--- src/rtl/rhd2048_spi_master.sv ---
// SPI master for 32 Intan RHD chips on a shared SCLK/MOSI/CS bus. Runs the config, record and
// impedance-check sequences, deskews every MISO line and streams the captured words.
module rhd2048_spi_master (
  input  logic        clk,
  input  logic        rstn,
  input  logic        config_start,
  input  logic        record_start,
  input  logic        zcheck_start,
  input  logic [7:0]  oversample_offset_A1, oversample_offset_A2,
  input  logic [7:0]  oversample_offset_B1, oversample_offset_B2,
  input  logic [7:0]  oversample_offset_C1, oversample_offset_C2,
  input  logic [7:0]  oversample_offset_D1, oversample_offset_D2,
  input  logic [7:0]  oversample_offset_E1, oversample_offset_E2,
  input  logic [7:0]  oversample_offset_F1, oversample_offset_F2,
  input  logic [7:0]  oversample_offset_G1, oversample_offset_G2,
  input  logic [7:0]  oversample_offset_H1, oversample_offset_H2,
  input  logic [7:0]  oversample_offset_I1, oversample_offset_I2,
  input  logic [7:0]  oversample_offset_J1, oversample_offset_J2,
  input  logic [7:0]  oversample_offset_K1, oversample_offset_K2,
  input  logic [7:0]  oversample_offset_L1, oversample_offset_L2,
  input  logic [7:0]  oversample_offset_M1, oversample_offset_M2,
  input  logic [7:0]  oversample_offset_N1, oversample_offset_N2,
  input  logic [7:0]  oversample_offset_O1, oversample_offset_O2,
  input  logic [7:0]  oversample_offset_P1, oversample_offset_P2,
  input  logic        MISO1_A, MISO2_A, MISO1_B, MISO2_B, MISO1_C, MISO2_C, MISO1_D, MISO2_D,
  input  logic        MISO1_E, MISO2_E, MISO1_F, MISO2_F, MISO1_G, MISO2_G, MISO1_H, MISO2_H,
  input  logic        MISO1_I, MISO2_I, MISO1_J, MISO2_J, MISO1_K, MISO2_K, MISO1_L, MISO2_L,
  input  logic        MISO1_M, MISO2_M, MISO1_N, MISO2_N, MISO1_O, MISO2_O, MISO1_P, MISO2_P,
  output logic        SCLK,
  output logic        MOSI,
  output logic        CS,
  output logic [7:0]  channel_out,
  output logic        result_valid,
  output logic [4:0]  result_chip,
  output logic [15:0] result_data
);

  typedef enum logic [1:0] {StIdle, StConfig, StRecord, StZcheck} state_e;

  state_e      state_q, state_d;
  logic [7:0]  f_q, f_d;
  logic [7:0]  seq_q, seq_d;
  logic [2:0]  pend_q, pend_d, pend_eff;  // {config, zcheck, record}
  logic        stream_q, stream_d;
  logic        frame_end, active_q;
  logic [2:0]  req;
  logic [31:0] miso;
  logic [7:0]  offset [32];
  logic [15:0] cap_q [32];
  logic [15:0] cap_d [32];
  logic [15:0] bank_q [32];
  logic [15:0] bank_d [32];

  // Chip index is {port, n-1}: bit 0 is A1, bit 1 is A2, bit 2 is B1 ...
  assign miso = {MISO2_P, MISO1_P, MISO2_O, MISO1_O, MISO2_N, MISO1_N, MISO2_M, MISO1_M,
                 MISO2_L, MISO1_L, MISO2_K, MISO1_K, MISO2_J, MISO1_J, MISO2_I, MISO1_I,
                 MISO2_H, MISO1_H, MISO2_G, MISO1_G, MISO2_F, MISO1_F, MISO2_E, MISO1_E,
                 MISO2_D, MISO1_D, MISO2_C, MISO1_C, MISO2_B, MISO1_B, MISO2_A, MISO1_A};

  assign offset = '{oversample_offset_A1, oversample_offset_A2, oversample_offset_B1,
                    oversample_offset_B2, oversample_offset_C1, oversample_offset_C2,
                    oversample_offset_D1, oversample_offset_D2, oversample_offset_E1,
                    oversample_offset_E2, oversample_offset_F1, oversample_offset_F2,
                    oversample_offset_G1, oversample_offset_G2, oversample_offset_H1,
                    oversample_offset_H2, oversample_offset_I1, oversample_offset_I2,
                    oversample_offset_J1, oversample_offset_J2, oversample_offset_K1,
                    oversample_offset_K2, oversample_offset_L1, oversample_offset_L2,
                    oversample_offset_M1, oversample_offset_M2, oversample_offset_N1,
                    oversample_offset_N2, oversample_offset_O1, oversample_offset_O2,
                    oversample_offset_P1, oversample_offset_P2};

  function automatic logic [7:0] config_reg(input logic [4:0] r);
    case (r)
      5'd0:  config_reg = 8'hDE;
      5'd1:  config_reg = 8'h20;
      5'd2:  config_reg = 8'h28;
      5'd3:  config_reg = 8'h02;
      5'd4:  config_reg = 8'hD6;
      5'd8:  config_reg = 8'h16;
      5'd9:  config_reg = 8'h17;
      5'd10: config_reg = 8'hA8;
      5'd11: config_reg = 8'h0A;
      5'd12, 5'd13, 5'd14, 5'd15: config_reg = 8'hFF;
      default: config_reg = 8'h00;
    endcase
  endfunction

  function automatic logic [15:0] frame_cmd(input state_e st, input logic [7:0] seq);
    frame_cmd = 16'h0000;
    unique case (st)
      StConfig: begin
        if (seq < 8'd3)       frame_cmd = 16'hFF00;
        else if (seq < 8'd21) frame_cmd = {2'b10, 6'(seq - 8'd3), config_reg(5'(seq - 8'd3))};
        else if (seq == 8'd21) frame_cmd = 16'h5500;
        else                  frame_cmd = 16'hE800;
      end
      StRecord: frame_cmd = {2'b00, seq[5:0], 8'h00};
      StZcheck: begin
        if (seq == 8'd0)        frame_cmd = 16'h8501;
        else if (seq == 8'd129) frame_cmd = 16'h8500;
        else if (seq[0])        frame_cmd = {10'b10_0001_11_00, 6'((seq - 8'd1) >> 1)};
        else                    frame_cmd = {2'b00, 6'((seq - 8'd1) >> 1), 8'h00};
      end
      default: frame_cmd = 16'h0000;
    endcase
  endfunction

  // Record reports two frames behind the command because of the chip's conversion pipeline.
  function automatic logic [7:0] frame_channel(input state_e st, input logic [7:0] seq);
    frame_channel = 8'h00;
    unique case (st)
      StRecord: frame_channel = {2'b00, seq[5:0] - 6'd2};
      StZcheck: begin
        if (seq != 8'd0 && seq != 8'd129) frame_channel = {2'b00, 6'((seq - 8'd1) >> 1)};
      end
      default: frame_channel = 8'h00;
    endcase
  endfunction

  // Returns {cs, sclk, mosi} for frame position f.
  function automatic logic [2:0] bus_bits(input logic [7:0] f, input logic [15:0] cmd,
                                          input logic active);
    logic [3:0] k;
    k = 4'((f - 8'd4) >> 3);
    bus_bits = 3'b100;
    if (active) begin
      bus_bits[2] = f > 8'd135;
      bus_bits[1] = (f >= 8'd8) && (f <= 8'd131) && !f[2];
      bus_bits[0] = (f >= 8'd4) && (f <= 8'd131) && cmd[4'd15 - k];
    end
  endfunction

  function automatic logic sample_hit(input logic [7:0] f, input logic [7:0] off);
    logic [7:0] first;
    logic [7:0] delta;
    first = 8'd8 + ((off > 8'd31) ? 8'd31 : off);
    delta = f - first;
    sample_hit = (f >= first) && (delta <= 8'd120) && (delta[2:0] == 3'd0);
  endfunction

  assign frame_end = (f_q == 8'd159);
  assign active_q  = (state_q != StIdle);
  assign req       = {config_start, zcheck_start, record_start};

  always_comb begin
    state_d  = state_q;
    seq_d    = seq_q;
    pend_d   = pend_q;
    pend_eff = 3'b000;
    f_d      = frame_end ? 8'd0 : f_q + 8'd1;
    stream_d = frame_end ? active_q : stream_q;
    unique case (state_q)
      StIdle: begin
        pend_eff = pend_q | req;
        pend_d   = pend_eff;
        if (frame_end && (|pend_eff)) begin
          pend_d  = 3'b000;
          seq_d   = 8'd0;
          state_d = pend_eff[2] ? StConfig : (pend_eff[1] ? StZcheck : StRecord);
        end
      end
      StRecord: begin
        pend_eff = pend_q | {req[2:1], 1'b0};
        pend_d   = pend_eff;
        if (frame_end) begin
          seq_d = {2'b00, seq_q[5:0] + 6'd1};
          // Leave only once the full channel sweep has been issued.
          if ((seq_q[5:0] == 6'd63) && (|pend_eff[2:1])) begin
            pend_d  = 3'b000;
            seq_d   = 8'd0;
            state_d = pend_eff[2] ? StConfig : StZcheck;
          end
        end
      end
      StConfig: begin
        pend_d = 3'b000;
        if (frame_end) begin
          seq_d   = (seq_q == 8'd30) ? 8'd0 : seq_q + 8'd1;
          state_d = (seq_q == 8'd30) ? StIdle : StConfig;
        end
      end
      StZcheck: begin
        pend_d = 3'b000;
        if (frame_end) begin
          seq_d   = (seq_q == 8'd129) ? 8'd0 : seq_q + 8'd1;
          state_d = (seq_q == 8'd129) ? StIdle : StZcheck;
        end
      end
      default: state_d = StIdle;
    endcase
  end

  always_comb begin
    for (int j = 0; j < 32; j++) begin
      cap_d[j]  = cap_q[j];
      bank_d[j] = bank_q[j];
      if (active_q && sample_hit(f_q, offset[j])) cap_d[j] = {cap_q[j][14:0], miso[j]};
      // The last possible sample lands on f=159, so the bank takes the post-shift value.
      if (active_q && frame_end) bank_d[j] = cap_d[j];
    end
  end

  always_ff @(posedge clk or negedge rstn) begin
    if (!rstn) begin
      state_q      <= StIdle;
      f_q          <= 8'd0;
      seq_q        <= 8'd0;
      pend_q       <= 3'b000;
      stream_q     <= 1'b0;
      for (int j = 0; j < 32; j++) begin
        cap_q[j]  <= 16'h0000;
        bank_q[j] <= 16'h0000;
      end
      CS           <= 1'b1;
      SCLK         <= 1'b0;
      MOSI         <= 1'b0;
      channel_out  <= 8'h00;
      result_valid <= 1'b0;
      result_chip  <= 5'd0;
      result_data  <= 16'h0000;
    end else begin
      state_q  <= state_d;
      f_q      <= f_d;
      seq_q    <= seq_d;
      pend_q   <= pend_d;
      stream_q <= stream_d;
      for (int j = 0; j < 32; j++) begin
        cap_q[j]  <= cap_d[j];
        bank_q[j] <= bank_d[j];
      end
      {CS, SCLK, MOSI} <= bus_bits(f_d, frame_cmd(state_d, seq_d), state_d != StIdle);
      channel_out      <= frame_channel(state_d, seq_d);
      result_valid     <= stream_d && (f_d < 8'd32);
      result_chip      <= (stream_d && (f_d < 8'd32)) ? f_d[4:0] : 5'd0;
      result_data      <= (stream_d && (f_d < 8'd32)) ? bank_d[f_d[4:0]] : 16'h0000;
    end
  end

endmodule

--- config.mk ---
export PLATFORM = sky130hd
export DESIGN_NAME = rhd2048_spi_master
export DESIGN_NICKNAME = d
export VERILOG_FILES = /design/src/rtl/rhd2048_spi_master.sv
export SDC_FILE = /design/constraint.sdc
export NUM_CORES = 2
export LEC_CHECK = 0
export BUFFER_PORTS_ARGS = -buffer_cell sky130_fd_sc_hd__buf_2
export CAP_MARGIN = 20
export CORE_ASPECT_RATIO = 1.4
export CORE_MARGIN = 2
export CORE_UTILIZATION = 60
export CTS_CLUSTER_SIZE = 25
export DETAILED_ROUTE_END_ITERATION = 16
export PLACE_DENSITY = 0.79
export SLEW_MARGIN = 40
export SYNTH_ARGS = -nofsm -noshare
export SYNTH_HDL_FRONTEND = slang
export SYNTH_SLANG_ARGS = --single-unit
--- constraint.sdc ---
create_clock -name clk -period 6.7 [get_ports clk]
set_input_delay 0.335 -clock clk [delete_from_list [all_inputs] [get_ports clk]]
set_output_delay 0.335 -clock clk [all_outputs]
set_load 0.02 [all_outputs]
* Word-level counts from Yosys, hierarchy flattened
Memory sizes are Yosys's and may differ from the RTL's. Index checks and enable logic that the tools add are counted.
Storage, ports and cells: register bits 1079, ROM bits 128, input bits 293, output and inout port bits 33, memories kept 1
Cells by class: add/subtract/negate cells 72, $lt $le $gt $ge 105, eq/ne operators 13, mux-type cells 139, bitwise logic cells 3, reductions and logical operators 146
Memory list:
- (no name shown) | depth 16, bits a word 8, read ports 1, clocked after Yosys merged registers in 0, write ports 0, line 73 | case (r)
Operators with widths (number):
- 16-bit two-way mux | 73
- 8-bit two-way mux | 40
- 4-bit by 8-bit adder with 8-bit output (first input constant) | 32
- 8-bit greater-or-equal comparator | 32
- 8-bit by 5-bit > comparator with 1-bit output (second input constant) | 32
- 8-bit by 7-bit <= comparator with 1-bit output (second input constant) | 32
- 8-bit subtractor | 32
- 1-bit logical AND | 105
- 3-bit logical NOT | 32
- 16-bit binary-select mux with 5-bit select | 1
- 16-bit case mux with 3 select lines | 1
- 8-bit case mux with 4 select lines | 1
- 8-bit equality test (second input constant) | 3
- 8-bit by 1-bit adder with 8-bit output (second input constant) | 2
- 8-bit by 5-bit equality test with 1-bit output (second input constant) | 2
- 2-bit two-way mux | 8
- 3-bit two-way mux | 4
- 6-bit two-way mux | 2
- 6-bit case mux with 2 select lines | 1
- 6-bit by 2-bit subtractor with 6-bit output (second input constant) | 2
- 3-bit case mux with 3 select lines | 1
- 2-bit equality test (second input constant) | 4
- 8-bit by 3-bit greater-or-equal comparator with 1-bit output (second input constant) | 1
- 8-bit by 4-bit greater-or-equal comparator with 1-bit output (second input constant) | 1
- other kinds (27) | 34

* Longest topological paths before layout
An unclocked memory read counts as a cell.
depth after elaboration 16, depth in mapped cells 19

* Least setup slack after synthesis
No wires, ideal clock.
kind register to register, from register f_q[1], to register MOSI, arrival 4.740 ns, data required time 6.634 ns, slack 1.894 ns, stages on the path, launching flop included 18, period minus slack after synthesis 4.806 ns, cell sequence dfrtp_1 ha_1 and4_1 nand2_1 o21a_1 nand2_1 nand2_1 a22oi_1 inv_1 ha_1 a2111oi_4 xnor2_1 or3_1 buf_6 a221oi_2 o21ai_0 a221oi_2 o311a_1
On the way: cells in the longest elaborated chain, start to end 14, elaborated cells on any way between the ends 43
Ends and longest elaborated chain:
- start, declared | line 41 | logic [7:0] f_q, f_d;
- start signal, assigned | line 206 | f_q <= 8'd0;
- start signal, assigned | line 223 | f_q <= f_d;
- 8-bit equality test (*) | line 141 | assign frame_end = (f_q == 8'd159);
- 1-bit logical AND | line 156 | if (frame_end && (|pend_eff)) begin
- 8-bit two-way mux | line 156
- 8-bit case mux with 4 select lines (*) | line 152 | unique case (state_q)
- named net seq_d[1] | line 42 | logic [7:0] seq_q, seq_d;
- 6-bit by 2-bit subtractor with 6-bit output | line 93 | else if (seq < 8'd21) frame_cmd = {2'b10, 6'(seq - 8'd3), config_reg(5'(seq - 8'd3))};
- memory 16 x 8 bit
- 8-bit two-way mux | line 73
- 16-bit two-way mux | line 93
- 16-bit two-way mux | line 92 | if (seq < 8'd3) frame_cmd = 16'hFF00;
- 16-bit case mux with 3 select lines (*) | line 90 | unique case (st)
- 1-bit binary-select mux with 4-bit select (*) | line 129 | bus_bits[0] = (f >= 8'd4) && (f <= 8'd131) && cmd[4'd15 - k];
- 1-bit two-way mux (implied by the code) (*) | line 129
- 1-bit logical AND (*) | line 129
- 3-bit two-way mux (*) | line 126 | if (active) begin
- end signal, assigned | line 231 | {CS, SCLK, MOSI} <= bus_bits(f_d, frame_cmd(state_d, seq_d), state_d != StIdle);
- end, declared | line 30 | output logic MOSI,
The timed path passes the listed nets; every way through them passes the cells marked *. The select of a mux whose other input is x is not followed.

* Final worst setup path
from register f_q[0], to register MOSI
On the way: cells in the longest elaborated chain, start to end 14, elaborated cells on any way between the ends 43
Ends and longest elaborated chain (line):
- 8-bit equality test | 141
- 1-bit logical AND | 156
- 8-bit two-way mux | 156
- 8-bit case mux with 4 select lines | 152
- 6-bit by 2-bit subtractor with 6-bit output | 93
- memory 16 x 8 bit
- 8-bit two-way mux | 73
- 16-bit two-way mux | 93
- 16-bit two-way mux | 92
- 16-bit case mux with 3 select lines | 90
- 1-bit binary-select mux with 4-bit select | 129
- 1-bit two-way mux (implied by the code) | 129
- 1-bit logical AND | 129
- 3-bit two-way mux (*) | 126
Mark *: on every way between the ends. The rest lies on a longest branch, timed or not. The select of a mux whose other input is x is not followed.

==> out/results.txt <==
Most frequent cells in the layout - dfrtp_1, mux2_2, nand2_1, nor2_1, buf_2
Htree depth - 3
Comb power frac - 0.045
Routability Congestion - 0.9900
Clock power share - 0.458
Overall routing resource usage - 0.3465
Post-route DRC - 0
Initial Util - 0.6038
Setup Buffers After CTS - 0
IO Count - 326
Max Slew Vio Count - 0
Post-route ant nets - 0
Root buffer cell - clkbuf_16
Die height - 364.3 µm
PD cells - 210.9 nW/µm²
Worst reg2reg setup slack - 1520 ps
DIE WIDTH - 261.4 µm
# setup viols final - 0
FF+latch area - 26960 µm²
Core area - 92160 µm²
Switching pwr - 0.002985 W
Avg Inst Size Synth - 10.68 µm²
Status - completed
Setup total negative slack - 0 ps
Leakage power - 31.04 nW
Largest net degree at the start of global routing - 160
Post-synth EDFFs - 0
Clock Latency Late Sink - 720 ps
Critical path required time - 7340 ps
Worst vdd ir - 0.2292 mV
Hold Crit Class - input port to flop
Global route total overflow - 0
Antenna violations before repair - 14
Max-slew headroom - 0.3481
Measured slew at the worst slew-check pin - 975.5 ps
Flops & latches, synth - 1077
Post-synthesis async set-or-reset flop share - 1.000
Bufs and invs on worst path - 1
Synthesized area - 55650 µm²
Synth-to-layout area growth - 13.16%
# port buffers - 323
Fillcell total - 6701
Cells along the critical path - ha_1 > nand4_1 > nor2_2 > buf_4 > a21bo_2 > nand2_1 > nand2_1 > ha_1 > and2_1 > a22oi_1 > xnor2_1 > nor2_1 > a211oi_1 > o21ai_0 > a221oi_2 > o311a_1
Vias in the first global route - 43970
Flop pwr share - 0.496
Reg clk slew, reported paths - 70 ps
Register area share after synthesis - 0.4843
Crit-path max FO - 13
Num rows - 132
Crit. End Element - flop
WP data arrival - 5820 ps
TritonRoute pass-1 iters - 6
Worst clock skew - 36.89 ps
Final nets - 6182
Most common cell after layout, fill and taps aside - dfrtp_1
Total power - 0.01328 W
Final hold violations - 0
Wire per inst - 24.02 µm
Via count - 43590
Most frequently used flop master after synthesis - dfrtp_1
Max Cap Viol - 0
Drt via density - 6.339
Cells after Synth - 5211
Sw frac - 0.2247
Layout cell share with drive strength beyond 1 - 0.2413
CTS max path bufs - 3
DPL Wire Length - 116300 µm
Unrepaired setup endpoints after global routing - no
Int Pwr - 0.01030 W
Worst setup SP type - flop
Multi-input gate area - 27390 µm²
Crit-path slowest cell - dfrtp_1
Tmin final - 5181 ps
Initial DRC Count - 4013
Total CTS buffers - 97
Crit Path Class - flop to flop
Synth Warn # - 0
Worst path top cell family by delay - simple AND/OR/NAND/NOR gates
Fin crit share - 0.7732
Die area - 95240 µm²
CP peak stage delay - 620 ps
Global-route wire length before repair - 251700 µm
CTS tree - done
Post-synth cell types - 95
Clock sink total - 1077
Final WL - 165200 µm
Fmax - 0.1930 GHz
## worst min-delay path: stages
cell and delay (ps):
buf_2 140, o221ai_1 150, a21oi_1 100
## power groups by stage
| stage | logic, W | registers [W] | clock network (W) |
|---|---|---|---|
| finish | 0.000603 | 0.00659 | 0.00609 |
| detailed placement | 0.000580 | 0.00672 | 0 |
| global route | 0.000683 | 0.00660 | 0.00635 |
| global placement | 0.000554 | 0.00671 | 0 |
| CTS | 0.000600 | 0.00659 | 0.00610 |
| floorplan | 0.000256 | 0.00670 | 0 |
## per-stage QoR
stage	hold WS [ps]	util	area [µm²]	setup WS, ps	cells
3_3_place_gp	439.7	0.6393	58920	1443	6645
4_1_cts	43.59	0.6818	62840	1265	6864
5_1_grt	88.69	0.6833	62970	1217	6875
2_1_floorplan	39.41	-	55890	1894	5275
6_report	75.80	0.6833	62980	1519	6876
3_5_place_dp	342.1	0.6403	59010	1281	6648
## final cells by class
cell class,count,share of cell area
flip-flops and latches,1077,0.4281
repair buffers,453,0.04657
well taps,1206,0.02396
diodes,6,0.0002384
clock inverters,48,0.01055
multi-input cells,3772,0.4350
clock buffers,134,0.04478
inverters,180,0.01081
## kinds of logic (layout without fill, tap and decap cells)
group | after synthesis | after routing | synth area share
other cells | 2 | 72 | 0.0001350
mux | 785 | 785 | 0.1578
xor+xnor | 56 | 56 | 0.008814
fa+ha+maj | 308 | 308 | 0.06925
compound gates | 938 | 938 | 0.1135
buf+inv | 426 | 815 | 0.03083
flops | 1077 | 1077 | 0.4843
simple gates | 1619 | 1619 | 0.1353
## worst paths after layout
check,start,endpoint,cells after the start
worst max-delay path,f_q[0],MOSI,16
worst min-delay path,MISO1_M,cap_q[112],3
worst max register to register,f_q[0],MOSI,16
worst min register to register,bank_q[30],bank_q[30],2
max in group asynchronous,rstn,cap_q[506],5
min in group asynchronous,rstn,bank_q[0],2
## sequential cells by signal, indices dropped and copies added (netlist names)
signal,cells
CS,1
MOSI,1
SCLK,1
bank_q,512
cap_q,512
channel_out,6
f_q,8
pend_q,3
result_chip,5
result_data,16
result_valid,1
seq_q,8
state_q,2
stream_q,1
## cells in the mapped netlist (all sizes together) (13+ instances only)
library cell / count / area [µm²]
xnor2: 51 / 446.7
o221ai: 49 / 429.2
mux2i: 101 / 1011
ha: 308 / 3854
nand2: 650 / 2445
o31ai: 19 / 142.6
or4: 106 / 795.8
a211oi: 33 / 257.7
nand4: 27 / 168.9
a21o: 15 / 120.1
inv: 176 / 660.6
o21a: 103 / 773.2
nand3: 81 / 410.4
and2: 14 / 87.59
nand2b: 43 / 269.0
o211ai: 40 / 300.3
nor2b: 74 / 462.9
clkbuf: 140 / 525.5
o21ai: 199 / 996.0
or2: 13 / 81.33
buf: 106 / 514.3
a221oi: 24 / 222.7
nor2: 409 / 1538
nor3: 61 / 305.3
a211o: 24 / 210.2
or3: 20 / 125.1
a31oi: 35 / 219.0
mux2: 678 / 7635
o22ai: 38 / 237.7
nor4: 82 / 525.5
dfrtp: 1076 / 26930
a21oi: 222 / 1111
## timing repair
item                      CTS  global route
hold buffers               34             0
hold endpoints to repair   93             0
resized for setup           0             0
## metal layers
metal / share of wire / GRT usage / vias to the layer above
met2: 0.47 / 0.5598 / 1935
met1: 0.38 / 0.4295 / 21650
met5: 0.00031 / 0.007716 / -
met3: 0.083 / 0.06943 / 549
met4: 0.066 / 0.2098 / 8
li1: - / - / 19450
No activity file was read; power rests on OpenSTA's default activity.
